File: config.mk
export PLATFORM = sky130hd
export DESIGN_NAME = multicycle_ctrl
export DESIGN_NICKNAME = d
export VERILOG_FILES = /design/src/rtl/ctrl_pkg.sv /design/src/rtl/ctrl_out_dec.sv /design/src/rtl/multicycle_ctrl.sv
export SDC_FILE = /design/constraint.sdc
export NUM_CORES = 1
export LEC_CHECK = 0
export ABC_CLOCK_PERIOD_IN_PS = 2800
export BUFFER_PORTS_ARGS = -buffer_cell sky130_fd_sc_hd__buf_2
export CAP_MARGIN = 20
export CORE_MARGIN = 5
export CORE_UTILIZATION = 51
export DETAILED_ROUTE_END_ITERATION = 8
export PLACE_DENSITY = 0.86
export SLEW_MARGIN = 20
export SYNTH_ARGS = -nofsm -noshare
export SYNTH_HDL_FRONTEND = slang
export SYNTH_SLANG_ARGS = --single-unit
export TNS_END_PERCENT = 5
File: constraint.sdc
create_clock -name w_clk -period 2.8 [get_ports w_clk]
set_clock_uncertainty 0.1 [all_clocks]
set_input_delay 0.14 -clock w_clk [delete_from_list [all_inputs] [get_ports w_clk]]
set_output_delay 0.14 -clock w_clk [all_outputs]
set_load 0.03 [all_outputs]
File: src/rtl/ctrl_pkg.sv
// Shared encodings for the multi-cycle RV32I-subset control path and its datapath muxes.
package ctrl_pkg;

   typedef enum logic [3:0] {
      S_FETCH    = 4'd0,
      S_DECODE   = 4'd1,
      S_MEMADR   = 4'd2,
      S_MEMREAD  = 4'd3,
      S_MEMWB    = 4'd4,
      S_MEMWRITE = 4'd5,
      S_EXECR    = 4'd6,
      S_EXECI    = 4'd7,
      S_ALUWB    = 4'd8,
      S_BEQ      = 4'd9,
      S_HALT     = 4'd10
   } state_e;

   localparam logic [6:0] OP_LW  = 7'b0000011;
   localparam logic [6:0] OP_SW  = 7'b0100011;
   localparam logic [6:0] OP_R   = 7'b0110011;
   localparam logic [6:0] OP_I   = 7'b0010011;
   localparam logic [6:0] OP_BEQ = 7'b1100011;

   typedef enum logic [1:0] {
      ALU_ADD   = 2'b00,
      ALU_SUB   = 2'b01,
      ALU_FUNCT = 2'b10
   } alu_op_e;

   typedef enum logic [1:0] {
      SRCA_PC    = 2'b00,
      SRCA_OLDPC = 2'b01,
      SRCA_RS1   = 2'b10
   } srca_e;

   typedef enum logic [1:0] {
      SRCB_RS2  = 2'b00,
      SRCB_IMM  = 2'b01,
      SRCB_FOUR = 2'b10
   } srcb_e;

   typedef enum logic [1:0] {
      RES_ALUOUT = 2'b00,
      RES_MDR    = 2'b01,
      RES_ALU    = 2'b10
   } res_e;

   typedef struct packed {
      logic    mem_req;
      logic    mem_write;
      logic    adr_src;
      logic    ir_write;
      logic    pc_write;
      logic    reg_write;
      srca_e   alu_src_a;
      srcb_e   alu_src_b;
      alu_op_e alu_op;
      res_e    result_src;
   } ctrl_word_t;

endpackage

File: src/rtl/ctrl_out_dec.sv
// Combinational state -> control-word decoder; enables are qualified by mem_ready / zero.
module ctrl_out_dec
   import ctrl_pkg::*;
(
   input  state_e     state_i,
   input  logic       mem_ready_i,
   input  logic       zero_i,
   output ctrl_word_t ctrl_o
);

   always_comb begin
      ctrl_o = '0;
      case (state_i)
         S_FETCH: begin
            ctrl_o.mem_req    = 1'b1;
            ctrl_o.alu_src_a  = SRCA_PC;
            ctrl_o.alu_src_b  = SRCB_FOUR;
            ctrl_o.alu_op     = ALU_ADD;
            ctrl_o.result_src = RES_ALU;
            ctrl_o.ir_write   = mem_ready_i;
            ctrl_o.pc_write   = mem_ready_i;
         end
         S_DECODE: begin
            // branch target lands in the ALU-out register for a later beq
            ctrl_o.alu_src_a = SRCA_OLDPC;
            ctrl_o.alu_src_b = SRCB_IMM;
            ctrl_o.alu_op    = ALU_ADD;
         end
         S_MEMADR: begin
            ctrl_o.alu_src_a = SRCA_RS1;
            ctrl_o.alu_src_b = SRCB_IMM;
            ctrl_o.alu_op    = ALU_ADD;
         end
         S_MEMREAD: begin
            ctrl_o.mem_req = 1'b1;
            ctrl_o.adr_src = 1'b1;
         end
         S_MEMWB: begin
            ctrl_o.result_src = RES_MDR;
            ctrl_o.reg_write  = 1'b1;
         end
         S_MEMWRITE: begin
            ctrl_o.mem_req   = 1'b1;
            ctrl_o.mem_write = 1'b1;
            ctrl_o.adr_src   = 1'b1;
         end
         S_EXECR: begin
            ctrl_o.alu_src_a = SRCA_RS1;
            ctrl_o.alu_src_b = SRCB_RS2;
            ctrl_o.alu_op    = ALU_FUNCT;
         end
         S_EXECI: begin
            ctrl_o.alu_src_a = SRCA_RS1;
            ctrl_o.alu_src_b = SRCB_IMM;
            ctrl_o.alu_op    = ALU_FUNCT;
         end
         S_ALUWB: begin
            ctrl_o.result_src = RES_ALUOUT;
            ctrl_o.reg_write  = 1'b1;
         end
         S_BEQ: begin
            ctrl_o.alu_src_a  = SRCA_RS1;
            ctrl_o.alu_src_b  = SRCB_RS2;
            ctrl_o.alu_op     = ALU_SUB;
            ctrl_o.result_src = RES_ALUOUT;
            ctrl_o.pc_write   = zero_i;
         end
         default: ctrl_o = '0;
      endcase
   end

endmodule

File: src/rtl/multicycle_ctrl.sv
// Multi-cycle control FSM: next-state sequencing, sticky halt flag and retired-instruction counter.
module multicycle_ctrl
   import ctrl_pkg::*;
#(
   parameter int RETIRE_W = 32
) (
   input  logic                w_clk,
   input  logic                w_rst_n,
   input  logic [6:0]          w_opcode,
   input  logic                w_zero,
   input  logic                w_mem_ready,
   output logic                w_mem_req,
   output logic                w_mem_write,
   output logic                w_adr_src,
   output logic                w_ir_write,
   output logic                w_pc_write,
   output logic                w_reg_write,
   output logic [1:0]          w_alu_src_a,
   output logic [1:0]          w_alu_src_b,
   output logic [1:0]          w_alu_op,
   output logic [1:0]          w_result_src,
   output logic                w_halt,
   output logic [RETIRE_W-1:0] w_retired
);

   state_e                state_q, state_d;
   logic                  halt_q, halt_d;
   logic [RETIRE_W-1:0]   retired_q, retired_d;
   logic                  retire;
   ctrl_word_t            ctrl;

   always_ff @(posedge w_clk or negedge w_rst_n) begin
      if (!w_rst_n) begin
         state_q   <= S_FETCH;
         halt_q    <= 1'b0;
         retired_q <= '0;
      end else begin
         state_q   <= state_d;
         halt_q    <= halt_d;
         retired_q <= retired_d;
      end
   end

   always_comb begin
      state_d = state_q;
      case (state_q)
         S_FETCH:    if (w_mem_ready) state_d = S_DECODE;
         S_DECODE: begin
            case (w_opcode)
               OP_LW, OP_SW: state_d = S_MEMADR;
               OP_R:         state_d = S_EXECR;
               OP_I:         state_d = S_EXECI;
               OP_BEQ:       state_d = S_BEQ;
               default:      state_d = S_HALT;
            endcase
         end
         S_MEMADR:   state_d = (w_opcode == OP_LW) ? S_MEMREAD : S_MEMWRITE;
         S_MEMREAD:  if (w_mem_ready) state_d = S_MEMWB;
         S_MEMWRITE: if (w_mem_ready) state_d = S_FETCH;
         S_EXECR:    state_d = S_ALUWB;
         S_EXECI:    state_d = S_ALUWB;
         S_MEMWB:    state_d = S_FETCH;
         S_ALUWB:    state_d = S_FETCH;
         S_BEQ:      state_d = S_FETCH;
         S_HALT:     state_d = S_HALT;
         default:    state_d = S_FETCH;
      endcase
   end

   always_comb begin
      retire    = (state_q inside {S_MEMWB, S_ALUWB, S_BEQ}) ||
                  ((state_q == S_MEMWRITE) && w_mem_ready);
      retired_d = retired_q + {{(RETIRE_W-1){1'b0}}, retire};
      halt_d    = halt_q | (state_d == S_HALT);
   end

   ctrl_out_dec u_out_dec (
      .state_i     (state_q),
      .mem_ready_i (w_mem_ready),
      .zero_i      (w_zero),
      .ctrl_o      (ctrl)
   );

   // Write enables and the result select are forced quiet while reset is held.
   assign w_mem_req    = ctrl.mem_req;
   assign w_mem_write  = ctrl.mem_write & w_rst_n;
   assign w_adr_src    = ctrl.adr_src;
   assign w_ir_write   = ctrl.ir_write & w_rst_n;
   assign w_pc_write   = ctrl.pc_write & w_rst_n;
   assign w_reg_write  = ctrl.reg_write & w_rst_n;
   assign w_alu_src_a  = ctrl.alu_src_a;
   assign w_alu_src_b  = ctrl.alu_src_b;
   assign w_alu_op     = ctrl.alu_op;
   assign w_result_src = w_rst_n ? ctrl.result_src : RES_ALUOUT;
   assign w_halt       = halt_q;
   assign w_retired    = retired_q;

endmodule

==> flow_summary.json, run 1 <==
{
  "post-route-period-util_pct": 91.01,
  "crit_arrival_ps": 2650,
  "detail_route.wl_per_cell_um": 14.35,
  "synth_nets": 202,
  "crit_path_end_kind": "flop",
  "placement.io_buffers": 57,
  "drt-total-wl_mm": 4.349,
  "routed-via-count": 1665,
  "clockPowerShare_pct": 20.4,
  "avgSynthCellArea_um2": 10.43,
  "max_stage_delay_ps": 520,
  "worstHoldPathType": "in2reg",
  "syn_to_final_growth_pct": 23.79,
  "worst-endpoint-required_ps": 2900,
  "synth_warnings": 0,
  "setup_violations": 0,
  "globalRouteTotalUtil_pct": 17.75,
  "pre_cts_ws_ps": 255.4,
  "timing.critical_path.from_type": "flop",
  "power.combinational.fraction_pct": 41.8,
  "multi_input_comb_area_um2": 992.2,
  "highest_ir_drop_seen_on_vdd_v": 0.0005659,
  "clock_sinks": 37,
  "leakage_nw": 1.203,
  "worstSetupPathType": "reg2reg",
  "grt_max_degree": 38,
  "path_common_cell": "ha_1",
  "hold_viol": 0,
  "core.rowCount": 22,
  "post_route_minimum_period_ps": 2548,
  "tritoncts": "yes",
  "outcome": "complete, no violations",
  "drt_first_iter_violations": 85,
  "grt_first_pass_wirelength_mm": 7.300,
  "instances_no_fill": 303,
  "placed_cells": 295,
  "net-switching-power_mw": 0.7561,
  "power_per_cell_area_nw_per_um2": 746.4,
  "finalHoldWorstSlack_ps": 150.4,
  "fin_nets": 268,
  "tns_ps": 0,
  "critical-path-slowest-cell": "nor4_4",
  "drt-pass1-iter-count": 4,
  "final_antenna_net_count": 0,
  "ios": 58,
  "power_switching_share_pct": 41.50,
  "final-seq-area_um2": 925.9,
  "grt_pass1_vias": 1639,
  "post_layout_util_pct": 65.69,
  "number_of_levels_in_the_clock_h_tree": 2,
  "synthesis.area_um2": 1972,
  "crit_path_cell_trace": "nor2b_1 > nand2_1 > a21oi_1 > ha_1 > ha_1 > bufinv_8 > nor4_4 > nand4_1 > xnor2_1",
  "ys_seq_elements": 37,
  "max_cap_violations": 0,
  "grt_ovf": 0,
  "routabilityCongestion": 0.8226,
  "slew_viol_final": 0,
  "maxClockFrequency_mhz": 392.4,
  "timing_worst_slew_pin_value_ps": 521.4,
  "die_h_um": 72.18,
  "rsz0062_at_grt": "false",
  "core_area_um2": 3716,
  "clk_latency_ps": 280,
  "grt_antenna_before_repair": 0,
  "ctsLongestPathBuffers": 2,
  "crit_path_max_fanout": 10,
  "die-width_um": 72.18,
  "tritoncts.num_buffers": 5,
  "maxSlewHeadroom_pct": 64.98,
  "p_int_mw": 1.066,
  "dpl.hpwl_mm": 3.257,
  "detail_route.vias_per_cell": 5.495,
  "floorplan.initialDensity_pct": 53.06,
  "cts.clk_slew.worst_paths_ps": 70,
  "clockRootBuffer": "clkbuf_8",
  "drive_above_1_share_pct": 31.76,
  "dieArea_um2": 5210,
  "drc_markers": 0,
  "antenna_cell_count": 0,
  "fillCellCount": 308,
  "power.share.sequential_pct": 37.7,
  "yosysUniqueCellTypes": 44,
  "setup_slack_ps": 251.8,
  "synth-seq-area-share_pct": 46.95,
  "syn_inst": 189
}
[per-stage QoR]
stage | cell area [um2] | power, mW
floorplan | 1972 | 1.239
global placement | 2345 | 1.444
detailed placement | 2345 | 1.461
CTS | 2441 | 1.834
global route | 2441 | 1.934
finish | 2441 | 1.822
[Yosys cell counts, drive strengths merged]
| cell | number | area, um2 |
|---|---|---|
| a21bo | 1 | 10.01 |
| a21o | 1 | 7.510 |
| a21oi | 4 | 20.02 |
| a22oi | 1 | 7.510 |
| and2 | 5 | 31.28 |
| and3 | 5 | 31.28 |
| and3b | 1 | 8.760 |
| and4 | 4 | 36.29 |
| buf | 5 | 25.03 |
| bufinv | 1 | 17.52 |
| clkbuf | 2 | 7.510 |
| dfrtp | 37 | 925.9 |
| ha | 2 | 25.02 |
| inv | 1 | 3.750 |
| nand2 | 15 | 56.30 |
| nand2b | 5 | 31.28 |
| nand3 | 13 | 70.07 |
| nand3b | 2 | 15.01 |
| nand4 | 13 | 96.34 |
| nand4bb | 1 | 11.26 |
| nor2 | 9 | 33.78 |
| nor2b | 4 | 25.02 |
| nor3 | 3 | 15.01 |
| nor3b | 2 | 15.01 |
| nor4 | 4 | 52.55 |
| nor4b | 2 | 23.77 |
| o211ai | 2 | 15.01 |
| o21ai | 6 | 30.03 |
| o22ai | 1 | 6.260 |
| o2bb2ai | 1 | 8.760 |
| o31a | 1 | 8.760 |
| or2 | 1 | 6.260 |
| or3 | 1 | 6.260 |
| or4 | 1 | 7.510 |
| xnor2 | 27 | 236.5 |
| xor2 | 5 | 43.79 |
[registers in the layout (all words and copies together) (netlist names)]
register,count
state_q,4
w_retired,32
w_halt,1
[cells in the final DEF, fill, tap and decap left out, types with 2 or more instances in the layout]
cell type  instances
o211ai_1           2
and2_1             5
o21ai_0            6
nand4_1           12
nand2b_1           5
nor3b_1            2
buf_2             57
nand2_1           15
xor2_1             5
and4_1             3
nor2_1             9
xnor2_1           27
nand3_1           12
nor2b_1            4
dfrtp_1           37
and3_1             5
ha_1               2
buf_4              8
nand3b_1           2
nor3_1             3
nor4_2             2
a21oi_1            4
clkbuf_8           6
[cells by family after synthesis]
| logic type | after synthesis | share of synthesized area (%) |
|---|---|---|
| compound gates | 18 | 5.775 |
| xor+xnor | 32 | 14.21 |
| fa+ha+maj | 2 | 1.269 |
| buf+inv | 9 | 2.729 |
| flops | 37 | 46.95 |
| simple gates | 91 | 29.06 |
[path summary, 6_finish.rpt]
path | from | end | slack (ps) | depth (start not counted)
worst max register to register | state_q[3]$_DFF_PN0_ | w_retired[28]$_DFF_PN0_ | 250 | 9
max in group asynchronous | w_rst_n | w_retired[13]$_DFF_PN0_ | 1830 | 3
worst min-delay path | w_opcode[5] | state_q[1]$_DFF_PN0_ | 150 | 3
min in group asynchronous | w_rst_n | w_retired[11]$_DFF_PN0_ | 430 | 3
worst min register to register | w_halt$_DFF_PN0_ | w_halt$_DFF_PN0_ | 360 | 1
worst max-delay path | state_q[3]$_DFF_PN0_ | w_retired[28]$_DFF_PN0_ | 250 | 9
[layer usage]
metal / wire length [um] / vias to the layer above / track usage (%)
li1: - / 801 / -
met1: 1938 / 819 / 21.87
met2: 2143 / 40 / 29.93
met3: 202 / 5 / 4.155
met4: 64 / 0 / 7.098
met5: 0 / - / 0
[cell type report]
type | instances | area share, %
clock buffers | 7 | 3.537
inverters | 2 | 0.8713
well taps | 48 | 2.460
multi-input cells | 143 | 40.65
repair buffers | 66 | 14.56
flip-flops and latches | 37 | 37.93
[worst max-delay path: cells and delay by family (launching register included)]
family / cells / cell delay (ps)
AND/OR/NAND/NOR: 4 / 990
flip-flops: 1 / 440
adder cells (fa/ha/maj): 2 / 400
XOR/XNOR: 1 / 210
buffers and inverters: 1 / 180
AO/OA/AOI/OAI: 1 / 150
[power groups by stage]
| stage | registers (mW) | clock network (mW) | logic, mW |
|---|---|---|---|
| final | 0.688 | 0.372 | 0.762 |
| after global routing | 0.702 | 0.406 | 0.826 |
| after CTS | 0.687 | 0.380 | 0.767 |
| after detailed placement | 0.696 | 0 | 0.765 |
| after global placement | 0.692 | 0 | 0.753 |
| after floorplan | 0.779 | 0 | 0.460 |
[what timing repair did]
action	in CTS	in global routing
endpoints found under the hold margin	37	0
setup buffers	0	0
gates resized for setup	0	0
hold buffers	1	0
Power figures use the tool's default switching activity.
==> run 2, diff against run 1 <==
PLACE_DENSITY = 0.81   (was 0.86)
==> flow_summary.json, run 2 (synthesis results as in run 1) <==
{
  "power_per_cell_area_nw_per_um2": 750.2,
  "max_cap_violations": 0,
  "maxSlewHeadroom_pct": 73.47,
  "leakage_nw": 1.211,
  "drt-total-wl_mm": 4.104,
  "r2r_start": "state_q[2]$_DFF_PN0_",
  "worstHoldPathType": "in2reg",
  "layout.cells.most_common": "buf_2",
  "clockRootBuffer": "clkbuf_8",
  "maxClockFrequency_mhz": 404.5,
  "core_area_um2": 3716,
  "clock_sinks": 37,
  "grt_util_met3_pct": 4.986,
  "antenna_cell_count": 0,
  "detail_route.wl_per_cell_um": 13.50,
  "finalHoldWorstSlack_ps": 126.0,
  "startpoint_of_the_worst_setup_timing_path": "state_q[2]$_DFF_PN0_",
  "outcome": "complete, no violations",
  "globalRouteTotalUtil_pct": 17.41,
  "final_antenna_net_count": 0,
  "drt-pass1-iter-count": 4,
  "die_h_um": 72.18,
  "crit_arrival_ps": 2540,
  "tritoncts": "yes",
  "hold_path.startpoint": "w_mem_ready",
  "detail_route.vias_per_cell": 5.431,
  "crit_path_max_fanout": 13,
  "timing_worst_slew_pin_value_ps": 394.7,
  "cts.clk_slew.worst_paths_ps": 70,
  "timing.critical_path.from_type": "flop",
  "fillCellCount": 330,
  "number_of_levels_in_the_clock_h_tree": 2,
  "grt_pass1_vias": 1652,
  "slew_viol_final": 0,
  "ctsLongestPathBuffers": 2,
  "reg2reg_setup_slack_ps": 330,
  "grt_max_degree": 27,
  "grt_ovf": 0,
  "grtUsageMet1_pct": 21.08,
  "worst-endpoint-required_ps": 2860,
  "tritoncts.num_buffers": 5,
  "grt_first_pass_wirelength_mm": 7.251,
  "worstSetupPathType": "reg2reg",
  "floorplan.initialDensity_pct": 53.06,
  "setup_slack_ps": 327.6,
  "highest_ir_drop_seen_on_vdd_v": 0.0006219,
  "setup_violations": 0,
  "fin_nets": 268,
  "routabilityCongestion": 0.7572,
  "grt-busiest-layer": "met2",
  "number_of_flip_flops_in_the_largest_register": 32,
  "core.rowCount": 22,
  "crit_path_end_kind": "flop",
  "dpl.hpwl_mm": 3.072,
  "dieArea_um2": 5210,
  "hold_viol": 0,
  "routed-via-count": 1651,
  "die-width_um": 72.18,
  "post-route-period-util_pct": 88.30,
  "clk_latency_ps": 280,
  "drc_markers": 0,
  "ios": 58,
  "grt.met2_usage_pct": 29.22,
  "placement.io_buffers": 57,
  "most-common-layout-cells": "57 x buf_2, 36 x dfrtp_1, 27 x xnor2_1, 15 x nand2_1",
  "pre_cts_ws_ps": 227.8,
  "tns_ps": 0,
  "syn_to_final_growth_pct": 24.62,
  "rsz0062_at_grt": "false",
  "grt_antenna_before_repair": 0,
  "drive_above_1_share_pct": 32.81,
  "post_route_minimum_period_ps": 2472,
  "drt_first_iter_violations": 99
}
-- run 2: cell types whose count changed in the layout (fill, tap and decap cells not counted), sizes merged --
cell	before	now
clkinv	0	1
-- run 2: final timing paths --
kind	to	cells past startpoint
max	w_retired[26]$_DFF_PN0_	10
min	state_q[2]$_DFF_PN0_	3
max reg2reg	w_retired[26]$_DFF_PN0_	10
min reg2reg	w_halt$_DFF_PN0_	1
max in group asynchronous	w_retired[7]$_DFF_PN0_	3
min in group asynchronous	state_q[0]$_DFF_PN0_	2
-- run 2: timing repair --
| action | CTS | global route |
|---|---|---|
| setup endpoints to repair | 0 | 3 |
| hold buffers | 1 | 0 |
| gates resized for setup | 0 | 1 |
| setup buffers | 0 | 0 |
| hold endpoints to repair | 11 | 0 |
-- run 2: through the flow --
| stage | instance area [um2] | util [%] | std cells | power (mW) |
|---|---|---|---|---|
| after floorplan | 1972 | - | 189 | 1.239 |
| after detailed placement | 2345 | 63.10 | 295 | 1.451 |
| after global routing | 2457 | 66.13 | 304 | 1.971 |
| after global placement | 2345 | 63.10 | 295 | 1.438 |
| final | 2457 | 66.13 | 304 | 1.844 |
| after CTS | 2456 | 66.09 | 304 | 1.859 |
-- run 2: critical path, cell delays in order (launching register included) --
cell and delay (ps):
dfrtp_2 510, nor2b_1 240, nand2_1 70, a21oi_1 150, ha_1 210, ha_1 170, bufinv_8 180, nor4_4 250
buf_4 210, nand4_1 120, xnor2_1 150
-- run 2: where the power goes --
| group | switching (mW) | total (mW) | internal [mW] |
|---|---|---|---|
| Sequential | 0.0924 | 0.695 | 0.602 |
| Combinational | 0.481 | 0.745 | 0.264 |
| Clock | 0.182 | 0.404 | 0.222 |
-- run 2: area by class of cell --
type	count	area [um2]	area share, %
Clock buffer	7	96.34	3.921
Inverter	2	21.27	0.8656
Timing Repair Buffer	66	355.3	14.46
Tap cell	48	60.06	2.444
Multi-Input combinational cell	143	992.2	40.38
Sequential cell	37	927.1	37.73
Clock inverter	1	5.005	0.2037
-- run 2: layer usage --
metal | part of all wire [%] | vias up
li1 | - | 806
met1 | 44 | 789
met2 | 48 | 49
met3 | 6.2 | 7
met4 | 1.5 | 0
met5 | 0 | -
